## src/rtl/pipeline_control.sv

```systemverilog
// Hazard and sequencing controller for the two-stage fetch/execute pipeline.
// Detects load-use hazards, inserts bubbles after taken redirects, freezes on
// hlt, drives register-file bypass selects and counts stalled cycles.
//
// Ports:
//   clk, rst                     clock, asynchronous active-high reset
//   id_read_reg1/2, id_uses_rs1/2 decode-stage sources and their use flags
//   id_hlt                       decode instruction is hlt
//   ex_write_reg, ex_reg_write   execute destination / writes register file
//   ex_mem_reg, ex_redirect      execute is a load / resolved taken redirect
//   wb_write_reg, wb_reg_write   writeback destination / write strobe
//   mem_busy                     data memory not ready, whole pipeline holds
//   pc_en, fe_en, fe_bubble      PC enable, F/E register enable, bubble insert
//   if_flush                     discard instruction being fetched
//   forwardC, forwardD           bypass writeback data onto read_data1/2
//   halted                       frozen by hlt
//   stall_cycles                 saturating stalled-cycle count
module pipeline_control #(
  parameter int unsigned REDIRECT_BUBBLES = 1,
  parameter int unsigned CNT_W            = 16
) (
  input  logic             clk,
  input  logic             rst,
  input  logic [4:0]       id_read_reg1,
  input  logic [4:0]       id_read_reg2,
  input  logic             id_uses_rs1,
  input  logic             id_uses_rs2,
  input  logic             id_hlt,
  input  logic [4:0]       ex_write_reg,
  input  logic             ex_reg_write,
  input  logic             ex_mem_reg,
  input  logic             ex_redirect,
  input  logic [4:0]       wb_write_reg,
  input  logic             wb_reg_write,
  input  logic             mem_busy,
  output logic             pc_en,
  output logic             fe_en,
  output logic             fe_bubble,
  output logic             if_flush,
  output logic             forwardC,
  output logic             forwardD,
  output logic             halted,
  output logic [CNT_W-1:0] stall_cycles
);

  typedef enum logic [1:0] {ST_RUN, ST_FLUSH, ST_HALT} state_t;

  state_t     state_q, state_d;
  logic [1:0] flush_cnt_q, flush_cnt_d;
  logic       load_use;
  logic       stall_inc;

  // Load in execute feeding a source the decode instruction actually reads.
  assign load_use = ex_mem_reg & ex_reg_write & (ex_write_reg != 5'd0) &
                    ((id_uses_rs1 & (ex_write_reg == id_read_reg1)) |
                     (id_uses_rs2 & (ex_write_reg == id_read_reg2)));

  // Writeback bypass, independent of state and stalls.
  assign forwardC = wb_reg_write & (wb_write_reg != 5'd0) & (wb_write_reg == id_read_reg1);
  assign forwardD = wb_reg_write & (wb_write_reg != 5'd0) & (wb_write_reg == id_read_reg2);

  assign halted = (state_q == ST_HALT);

  // Next-state and control outputs.
  always_comb begin
    state_d     = state_q;
    flush_cnt_d = flush_cnt_q;
    pc_en       = 1'b0;
    fe_en       = 1'b0;
    fe_bubble   = 1'b0;
    if_flush    = 1'b0;
    if (rst) begin
      // Fill the pipeline with bubbles while held in reset.
      fe_en     = 1'b1;
      fe_bubble = 1'b1;
      if_flush  = 1'b1;
    end else begin
      unique case (state_q)
        ST_RUN: begin
          if (mem_busy) begin
            // Full hold: all enables low, nothing advances.
          end else if (ex_redirect) begin
            pc_en     = 1'b1;
            fe_en     = 1'b1;
            fe_bubble = 1'b1;
            if_flush  = 1'b1;
            if (REDIRECT_BUBBLES > 1) begin
              state_d     = ST_FLUSH;
              flush_cnt_d = 2'(REDIRECT_BUBBLES - 1);
            end
          end else if (load_use) begin
            fe_en     = 1'b1;
            fe_bubble = 1'b1;
          end else if (id_hlt) begin
            fe_en     = 1'b1;
            fe_bubble = 1'b1;
            state_d   = ST_HALT;
          end else begin
            pc_en = 1'b1;
            fe_en = 1'b1;
          end
        end
        ST_FLUSH: begin
          if (!mem_busy) begin
            pc_en       = 1'b1;
            fe_en       = 1'b1;
            fe_bubble   = 1'b1;
            if_flush    = 1'b1;
            flush_cnt_d = flush_cnt_q - 2'd1;
            if (flush_cnt_q <= 2'd1) begin
              state_d = ST_RUN;
            end
          end
        end
        ST_HALT: begin
          // Older instructions still drain unless memory holds them.
          fe_en     = ~mem_busy;
          fe_bubble = 1'b1;
        end
        default: begin
          state_d     = ST_RUN;
          flush_cnt_d = 2'd0;
        end
      endcase
    end
  end

  // State and flush counter.
  always_ff @(posedge clk or posedge rst) begin
    if (rst) begin
      state_q     <= ST_RUN;
      flush_cnt_q <= 2'd0;
    end else begin
      state_q     <= state_d;
      flush_cnt_q <= flush_cnt_d;
    end
  end

  assign stall_inc = (state_q != ST_HALT) & ~pc_en;

  // Saturating stall-cycle counter.
  always_ff @(posedge clk or posedge rst) begin
    if (rst) begin
      stall_cycles <= '0;
    end else if (stall_inc && (stall_cycles != {CNT_W{1'b1}})) begin
      stall_cycles <= stall_cycles + CNT_W'(1);
    end
  end

endmodule

```

## config.mk

```make
export PLATFORM = sky130hd
export DESIGN_NAME = pipeline_control
export DESIGN_NICKNAME = d
export VERILOG_FILES = /design/src/rtl/pipeline_control.sv
export SDC_FILE = /design/constraint.sdc
export NUM_CORES = 1
export LEC_CHECK = 0
export BUFFER_PORTS_ARGS = -buffer_cell sky130_fd_sc_hd__buf_2
export CAP_MARGIN = 20
export CORE_MARGIN = 2
export CORE_UTILIZATION = 46
export DETAILED_ROUTE_END_ITERATION = 7
export PLACE_DENSITY = 0.87
export RECOVER_POWER = 50
export SYNTH_ARGS = -nofsm -noshare
export SYNTH_HDL_FRONTEND = slang
export SYNTH_SLANG_ARGS = --single-unit
```

## constraint.sdc

```tcl
create_clock -name clk -period 2.2 [get_ports clk]
set_input_delay 0.11 -clock clk [delete_from_list [all_inputs] [get_ports clk]]
set_output_delay 0.11 -clock clk [all_outputs]
set_load 0.02 [all_outputs]
```

==> reports/qor.txt, run 1 <==
===============================================================================================
Type of the tightest min-delay check ............................................. input port to flop
Netlist Area Pre-Place ...........................................................   1160 sq um
Signal arrival time at the worst endpoint ........................................      2.09 ns
Worst setup path class ........................................................... input port to flop
Core ar. .........................................................................   2430 sq um
Sort of element at the start of the critical path ................................   input port
Detailed Place HPWL ..............................................................      2340 um
Max-slew headroom at the worst pin ...............................................        0.396
Largest vdd supply drop ..........................................................       725 uV
Peak Freq ........................................................................      524 MHz
Top FF cell, synth ...............................................................      dfrtp_1
Worst setup EP type ..............................................................         flop
Clock buffers created by TritonCTS ...............................................            3
Switching share of power .........................................................        0.441
Proportion of power drawn by flip-flops and latches ..............................        0.444
Top cell type's share of synthesized area ........................................        0.365
Clock tree from TritonCTS ........................................................          yes
Buffers from clock root to sink, at most .........................................            2
Sequential-to-total area share from yosys stat ...................................        0.365
Placer Congestion ................................................................        0.834
Nets .............................................................................          211
Via count of the first global-routing pass .......................................         1087
Synth Register Bits ..............................................................           17
Worst endpoint required time .....................................................      2.38 ns
Power share of the combinational group ...........................................        0.419
Time the final worst path needs with I/O delays and setup ........................      1.91 ns
Total setup violations reported at the end of the flow ...........................            0
Remaining routing DRC violations .................................................            0
Final WL .........................................................................      2850 um
Y dimension of the die ...........................................................      54.3 um
Internal cell power ..............................................................     0.685 mW
Drt initial violations ...........................................................           25
Num rows .........................................................................           18
Leakage power total ..............................................................     0.624 nW
Total number of vias .............................................................         1104
Number of maximum-capacitance constraint violations ..............................            0
ANT nets after route .............................................................            0
Synth unique cells ...............................................................           32
Post-synthesis cell type with the largest combined area ..........................      dfrtp_1
Status ........................................................................... finished clean
Total I/O pin count ..............................................................           53
Gr usage total ...................................................................        0.212
Synth-to-Final Area Change .......................................................        27.1%
Routed via count divided by cell count ...........................................         5.28
Total congestion overflow after global routing ...................................            0
Antenna Cells ....................................................................            0
Number of antenna violations at the first check in global routing ................            0
Final hold vios ..................................................................            0
Average routed wire per standard cell ............................................      13.6 um
Max Slew Vio Count ...............................................................            0
Post-CTS Setup Inserts ...........................................................            0
Largest fanout of any net on the critical path ...................................           15
Cell chosen for the clock root ...................................................     clkbuf_4
Horizontal die dimension .........................................................      54.3 um
Yosys warns ......................................................................            0
P per Cell Area ..................................................................  828 nW/um^2
Insertion delay of the later-clocked pin in the worst-skew pair ..................      0.29 ns
H-Tree Level Count ...............................................................            1
Share of layout cells above drive strength 1 .....................................        0.285
Total negative slack .............................................................         0 ns
Resized cells post-CTS ...........................................................            0
Synth Area per Inst ..............................................................   9.63 sq um
Worst setup skew after layout ....................................................   0.00404 ns
Clock net sink count .............................................................           17
Wire length of the first global-routing pass .....................................      4530 um
Clock input transition at the sequential cells of the worst setup and hold paths .      0.10 ns
Share of async-settable or async-resettable flops after synthesis ................         1.00
Total Power ......................................................................      1.23 mW
Actual slew at the worst max-slew pin ............................................     0.906 ns
Number of I/O port buffers .......................................................           52
Syn Nets .........................................................................          152
List of most frequent post-synthesis cells ....................................... 17 x dfrtp_1, 17 x xor2_1, 16 x xnor2_1
Synthesized instance count .......................................................          121
Pre-Repair DR Iteration Count ....................................................            4
Share of the cycle needed by the critical path after routing .....................        0.867
Setup repair after global routing missed its margin ..............................        false
Die Area .........................................................................   2950 sq um
Switching power ..................................................................     0.541 mW
Top post-synthesis cells by area ................................................. dfrtp_1 37%, xor2_1 13%, xnor2_1 12%, nor3_1 3.4%, nand2_1 3.2%
Pin count of the biggest net entering global routing .............................           18
Part of the power in the clock network ...........................................        0.137
Starting density of the core .....................................................        0.479
Number of synthesized flops with an enable pin ...................................            0
===============================================================================================
## per-stage QoR
stage / cells / hold WS, ns / setup slack (ns) / utilization / area [sq um]
after floorplan: 121 / 0.0525 / 0.304 / - / 1160
after global placement: 204 / 0.201 / 0.311 / 0.603 / 1470
after detailed placement: 204 / 0.223 / 0.241 / 0.603 / 1470
after CTS: 209 / 0.0865 / 0.363 / 0.618 / 1500
after global routing: 209 / 0.0745 / 0.147 / 0.609 / 1480
final: 209 / 0.0863 / 0.293 / 0.609 / 1480
## per-layer routing
metal | vias up | part of all wire | GRT usage
li1 | 549 | - | -
met1 | 515 | 0.39 | 0.224
met2 | 32 | 0.54 | 0.404
met3 | 8 | 0.055 | 0.0574
met4 | 0 | 0.017 | 0.0667
met5 | - | 0 | 0
## cells in the final DEF, fill, tap and decap left out, drive strengths merged, types with 2 or more instances in the layout
| master | instances |
|---|---|
| buf | 42 |
| inv | 4 |
| a31oi | 2 |
| nor3b | 2 |
| nand4 | 3 |
| clkbuf | 15 |
| nand2 | 10 |
| nand3 | 7 |
| nor2 | 8 |
| nor4 | 4 |
| dfrtp | 17 |
| nor3 | 8 |
| xnor2 | 16 |
| nor4b | 2 |
| xor2 | 17 |
| and3 | 3 |
| mux2 | 2 |
| a21oi | 2 |
| or3 | 2 |
## final cells by class
class                           instances  area (sq um)
Fill cell                             227           952
Multi-Input combinational cell         99           707
Sequential cell                        17           425
Timing Repair Buffer                   55           268
Tap cell                               30          37.5
Clock buffer                            3          22.5
Inverter                                4          15.0
Clock inverter                          1          5.00
## critical path: stages
cell and delay (ns):
dlygate4sd3_1 0.53, clkbuf_1 0.17, nor2_1 0.08, a21oi_1 0.27, a31oi_4 0.14, nor4b_1 0.42
mux2_1 0.36
## flip-flops by register name, summed over array words and instances (netlist names)
name	flops
state_q	1
stall_cycles	16
## power groups by stage
stage	registers [mW]	logic [mW]	clock network (mW)
detailed placement	0.545	0.539	0
global placement	0.541	0.519	0
CTS	0.541	0.542	0.171
global route	0.569	0.569	0.186
finish	0.544	0.514	0.168
floorplan	0.659	0.215	0
## timing repair
item | 4_1_cts | 5_1_grt
endpoints found under the setup margin | 0 | 0
endpoints found under the hold margin | 17 | 0
hold buffers | 1 | 0
## worst paths after layout
| kind | startpoint | slack [ns] | depth (start not counted) | endpoint |
|---|---|---|---|---|
| worst max-delay path | rst | 0.29 | 7 | stall_cycles[14]$_DFFE_PP0P_ |
| max in group asynchronous | rst | 0.93 | 4 | stall_cycles[5]$_DFFE_PP0P_ |
| worst max register to register | stall_cycles[0]$_DFFE_PP0P_ | 0.38 | 8 | stall_cycles[1]$_DFFE_PP0P_ |
| worst min-delay path | id_hlt | 0.09 | 2 | state_q[1]$_DFFE_PP0P_ |
| min in group asynchronous | rst | 0.72 | 4 | state_q[1]$_DFFE_PP0P_ |
| worst min register to register | stall_cycles[8]$_DFFE_PP0P_ | 0.50 | 1 | stall_cycles[8]$_DFFE_PP0P_ |
## cells by family after synthesis
family	after synthesis	share of synthesized area
DFF	17	0.365
buffers and inverters	5	0.0226
xor gates and xnor gates	33	0.248
and+or+nand+nor	52	0.234
muxes	3	0.0311
AOI/OAI and AO/OA	10	0.0881
adders and majority gates	1	0.0107
Note: power is estimated with default switching activity, not from simulation.
==> inputs of run 2 (changes only) <==
--- a/config.mk
+++ b/config.mk
@@ -5,13 +5,15 @@
 export SDC_FILE = /design/constraint.sdc
 export NUM_CORES = 1
 export LEC_CHECK = 0
+export ABC_AREA = 1
 export BUFFER_PORTS_ARGS = -buffer_cell sky130_fd_sc_hd__buf_2
 export CAP_MARGIN = 20
 export CORE_MARGIN = 2
 export CORE_UTILIZATION = 46
 export DETAILED_ROUTE_END_ITERATION = 7
-export PLACE_DENSITY = 0.87
+export PLACE_DENSITY = 0.82
 export RECOVER_POWER = 50
+export SLEW_MARGIN = 0
 export SYNTH_ARGS = -nofsm -noshare
 export SYNTH_HDL_FRONTEND = slang
 export SYNTH_SLANG_ARGS = --single-unit
==> run 2 against run 1 <==
  * Cell count is 59% higher
  * Clock power is 2% higher
  * Setup slack better by 0.23 ns
  * Register-to-register slack improved by 0.14 ns
  * Combinational power decreased by 78%
  * Global-route usage fell by 2.1 points
  * Core utilization down 2.7 points
  * Sequential power shrank 43%
  * Sequential cell count is the same
  * Total power decreased by 51%
  * Routed wire length grew 25%
  * Largest power group unchanged
==> reports/qor.txt, run 2 <==
=====================================================================================================
Status ................................................................................. finished clean   unchanged
Clock input transition at the sequential cells of the worst setup and hold paths .......      0.09 ns   was 0.10 ns
Leakage power total ....................................................................     0.944 nW   was 0.624 nW
Worst setup skew after layout ..........................................................   0.00834 ns   was 0.00404 ns
Flip-flop count of the largest register after layout ...................................           16   unchanged
Reg2Reg Launch Point ................................................................... stall_cycles[0]$_DFFE_PP0P_   unchanged
Horizontal die dimension ...............................................................      61.5 um   was 54.3 um
Placement Cell Area ....................................................................   1790 sq um   was 1470 sq um
Worst reg-to-reg setup slack ...........................................................      0.52 ns   was 0.38 ns
Post-layout worst setup margin .........................................................     0.520 ns   was 0.293 ns
Min-Delay Path Depth ...................................................................            3   was 2
Commonest cells after routing, fill and taps aside ..................................... 78 x nand2_1, 40 x buf_2, 31 x inv_1   was 41 x buf_2, 17 x xor2_1, 17 x dfrtp_1
Most common cell in the netlist ........................................................      nand2_1
Share of the cycle needed by the critical path after routing ...........................        0.763   was 0.867
Num rows ...............................................................................           20   was 18
Fillcell total .........................................................................          325   was 227
Via count of the first global-routing pass .............................................         1374   was 1087
H-Tree Level Count .....................................................................            1   unchanged
Number of synthesized flops with an enable pin .........................................            0   unchanged
Gr usage total .........................................................................        0.191   was 0.212
Type of the tightest min-delay check ................................................... input port to flop   unchanged
Synth unique cells .....................................................................           27   was 32
Clock buffers created by TritonCTS .....................................................            3   unchanged
Post-Route Hold Slack ..................................................................    0.0786 ns   was 0.0863 ns
Crit-path max cell delay ...............................................................      0.43 ns   was 0.53 ns
Die Area ...............................................................................   3790 sq um   was 2950 sq um
CP cell instances ...................................................................... ha_1 > nand3_1 > nor2_2 > nand3_2 > nand2_1 > nor2_1 > nand3_1 > nand2_1 > nand2_1   was dlygate4sd3_1 > clkbuf_1 > nor2_1 > a21oi_1 > a31oi_4 > nor4b_1 > mux2_1
Synth Area per Inst ....................................................................   6.48 sq um   was 9.63 sq um
Antenna Cells ..........................................................................            0   unchanged
Final Cell Area ........................................................................   1800 sq um   was 1480 sq um
Worst endpoint required time ...........................................................      2.39 ns   was 2.38 ns
Depth of the worst register-to-register path ...........................................            9   was 8
Placer Congestion ......................................................................        0.900   was 0.834
Highest-delay cell along the critical path .............................................      dfrtp_1   was dlygate4sd3_1
Final WL ...............................................................................      3550 um   was 2850 um
Top post-synthesis cells by area ....................................................... dfrtp_1 28%, nand2_1 19%, inv_1 7.6%, nand4_1 7.4%, xor2_1 6.3%   was dfrtp_1 37%, xor2_1 13%, xnor2_1 12%, nor3_1 3.4%, nand2_1 3.2%
Top FF cell, synth .....................................................................      dfrtp_1   unchanged
Sequential-to-total area share from yosys stat .........................................        0.279   was 0.365
Average routed wire per standard cell ..................................................      10.7 um   was 13.6 um
ANT nets after route ...................................................................            0   unchanged
Starting density of the core ...........................................................        0.491   was 0.479
Max Slew Vio Count .....................................................................            0   unchanged
Total number of vias ...................................................................         1611   was 1104
Worst setup EP type ....................................................................         flop   unchanged
Detailed Place HPWL ....................................................................      2750 um   was 2340 um
Y dimension of the die .................................................................      61.5 um   was 54.3 um
Simple-Gate Fraction of Synth Area .....................................................        0.456   was 0.234
Routed via count divided by cell count .................................................         4.85   was 5.28
Library cell appearing most often on the critical path .................................      nand2_1
Worst setup path class ................................................................. flop to flop   was input port to flop
Mux contribution to synthesized area ...................................................            0   was 0.0311
Largest vdd supply drop ................................................................       306 uV   was 725 uV
Peak Freq ..............................................................................      595 MHz   was 524 MHz
Top cell type's share of synthesized area ..............................................        0.279   was 0.365
Share of the synthesized area in compound gates (AO/OA/AOI/OAI) ........................       0.0189   was 0.0881
Time the final worst path needs with I/O delays and setup ..............................      1.68 ns   was 1.91 ns
Share of async-settable or async-resettable flops after synthesis ......................         1.00   unchanged
Number of antenna violations at the first check in global routing ......................            0   unchanged
Remaining routing DRC violations .......................................................            0   unchanged
P per Cell Area ........................................................................  330 nW/um^2   was 828 nW/um^2
Pin count of the biggest net entering global routing ...................................           28   was 18
Clock net sink count ...................................................................           17   unchanged
Number of maximum-capacitance constraint violations ....................................            0   unchanged
Largest fanout of any net on the critical path .........................................           14   was 15
Drt initial violations .................................................................           51   was 25
Netlist Area Pre-Place .................................................................   1520 sq um   was 1160 sq um
Top reg by flops ....................................................................... stall_cycles   unchanged
Actual slew at the worst max-slew pin ..................................................     0.946 ns   was 0.906 ns
Hold EP ................................................................................ state_q[1]$_DFFE_PP0P_   unchanged
Util after Layout ......................................................................        0.581   was 0.609
Total I/O pin count ....................................................................           53   unchanged
Nets ...................................................................................          320   was 211
Total setup violations reported at the end of the flow .................................            0   unchanged
Cell chosen for the clock root .........................................................     clkbuf_4   unchanged
Total congestion overflow after global routing .........................................            0   unchanged
Signal arrival time at the worst endpoint ..............................................      1.87 ns   was 2.09 ns
Synthesized-area fraction occupied by xor and xnor cells ...............................       0.0978   was 0.248
Max-slew headroom at the worst pin .....................................................        0.369   was 0.396
Post-synthesis share of cell area spent on full adders, half adders and majority gates .      0.00822   was 0.0107
Share of layout cells above drive strength 1 ...........................................        0.215   was 0.285
Registers with the most flip-flops ..................................................... stall_cycles: 16 flops, state_q: 1 flops   unchanged
Pre-Repair DR Iteration Count ..........................................................            4   unchanged
Number of I/O port buffers .............................................................           52   unchanged
Yosys warns ............................................................................            0   unchanged
Most common cell after layout, fill and taps aside .....................................      nand2_1   was buf_2
Synthesized instance count .............................................................          235   was 121
Final hold vios ........................................................................            0   unchanged
Post-synthesis cell type with the largest combined area ................................      dfrtp_1   unchanged
Total negative slack ...................................................................         0 ns   unchanged
Worst setup timing slack at the placement stage ........................................     0.541 ns   was 0.241 ns
Synth-to-Final Area Change .............................................................        18.5%   was 27.1%
Clock tree from TritonCTS ..............................................................          yes   unchanged
Synth Register Bits ....................................................................           17   unchanged
Largest family of logic cells by synthesized area ...................................... simple AND/OR/NAND/NOR gates   was XOR/XNOR gates
R2R Path End ........................................................................... stall_cycles[7]$_DFFE_PP0P_   was stall_cycles[1]$_DFFE_PP0P_
Insertion delay of the later-clocked pin in the worst-skew pair ........................      0.30 ns   was 0.29 ns
Wire length of the first global-routing pass ...........................................      5550 um   was 4530 um
Buffers from clock root to sink, at most ...............................................            2   unchanged
Sort of element at the start of the critical path ......................................         flop   was input port
Core ar. ...............................................................................   3100 sq um   was 2430 sq um
List of most frequent post-synthesis cells ............................................. 78 x nand2_1, 31 x inv_1, 18 x nand4_1   was 17 x dfrtp_1, 17 x xor2_1, 16 x xnor2_1
Worst Hold Launch ......................................................................       id_hlt   unchanged
Syn Nets ...............................................................................          266   was 152
Setup repair after global routing missed its margin ....................................        false   unchanged
=====================================================================================================
## run 2: kinds of logic (layout without fill, tap and decap cells)
family	count (synthesis)	after routing
buffers and inverters	46	99
AO/OA/AOI/OAI	5	5
AND/OR/NAND/NOR	149	149
adder cells (fa/ha/maj)	1	1
flip-flops	17	17
XOR/XNOR	17	17
## run 2: worst max path at each step
stage                                start                            to  slack [ns]  cells past startpoint
6_report       stall_cycles[0]$_DFFE_PP0P_   stall_cycles[7]$_DFFE_PP0P_        0.52                      9
3_5_place_dp   stall_cycles[0]$_DFFE_PP0P_  stall_cycles[13]$_DFFE_PP0P_        0.54                      9
4_1_cts             state_q[1]$_DFFE_PP0P_                      if_flush        0.52                      4
3_3_place_gp   stall_cycles[1]$_DFFE_PP0P_  stall_cycles[13]$_DFFE_PP0P_        0.61                      8
5_1_grt        stall_cycles[1]$_DFFE_PP0P_  stall_cycles[13]$_DFFE_PP0P_        0.33                      9
2_1_floorplan  stall_cycles[1]$_DFFE_PP0P_   stall_cycles[2]$_DFFE_PP0P_        0.70                      8
## run 2: what timing repair did
item	in CTS	in global routing
hold endpoints to repair	17	0
buffers inserted	0	0
hold buffers	1	0
resized for setup	0	0
## run 2: through the flow
stage                     cells  power (mW)
final                       332       0.596
after global routing        332       0.623
after CTS                   332       0.603
after detailed placement    327       0.430
after global placement      327       0.429
after floorplan             235       0.377
## run 2: layout make-up
cell class / count / area, sq um / share of cell area
Multi-Input combinational cell: 172 / 885 / 0.490
Timing Repair Buffer: 54 / 259 / 0.144
Clock buffer: 4 / 26.3 / 0.0146
Tap cell: 44 / 55.1 / 0.0305
Sequential cell: 17 / 425 / 0.236
Inverter: 41 / 154 / 0.0853
## run 2: layer usage
layer	global-route usage	vias up	wire length (um)
li1	-	853	-
met1	0.257	709	1740
met2	0.313	47	1570
met3	0.0504	2	218
met4	0.0334	0	12
met5	0	-	0
## run 2: power breakdown
group	total (mW)	switching, mW	internal (mW)
sequential	0.312	0	0.312
combinational	0.112	0.0635	0.0485
clock	0.172	0.101	0.0707
total	0.596	0.164	0.431
## run 2: critical path, delay by kind of cell, from the launching register on
kind | cells | cell delay, ns
adders and majority gates | 1 | 0.26
DFF | 1 | 0.43
and+or+nand+nor | 8 | 0.89
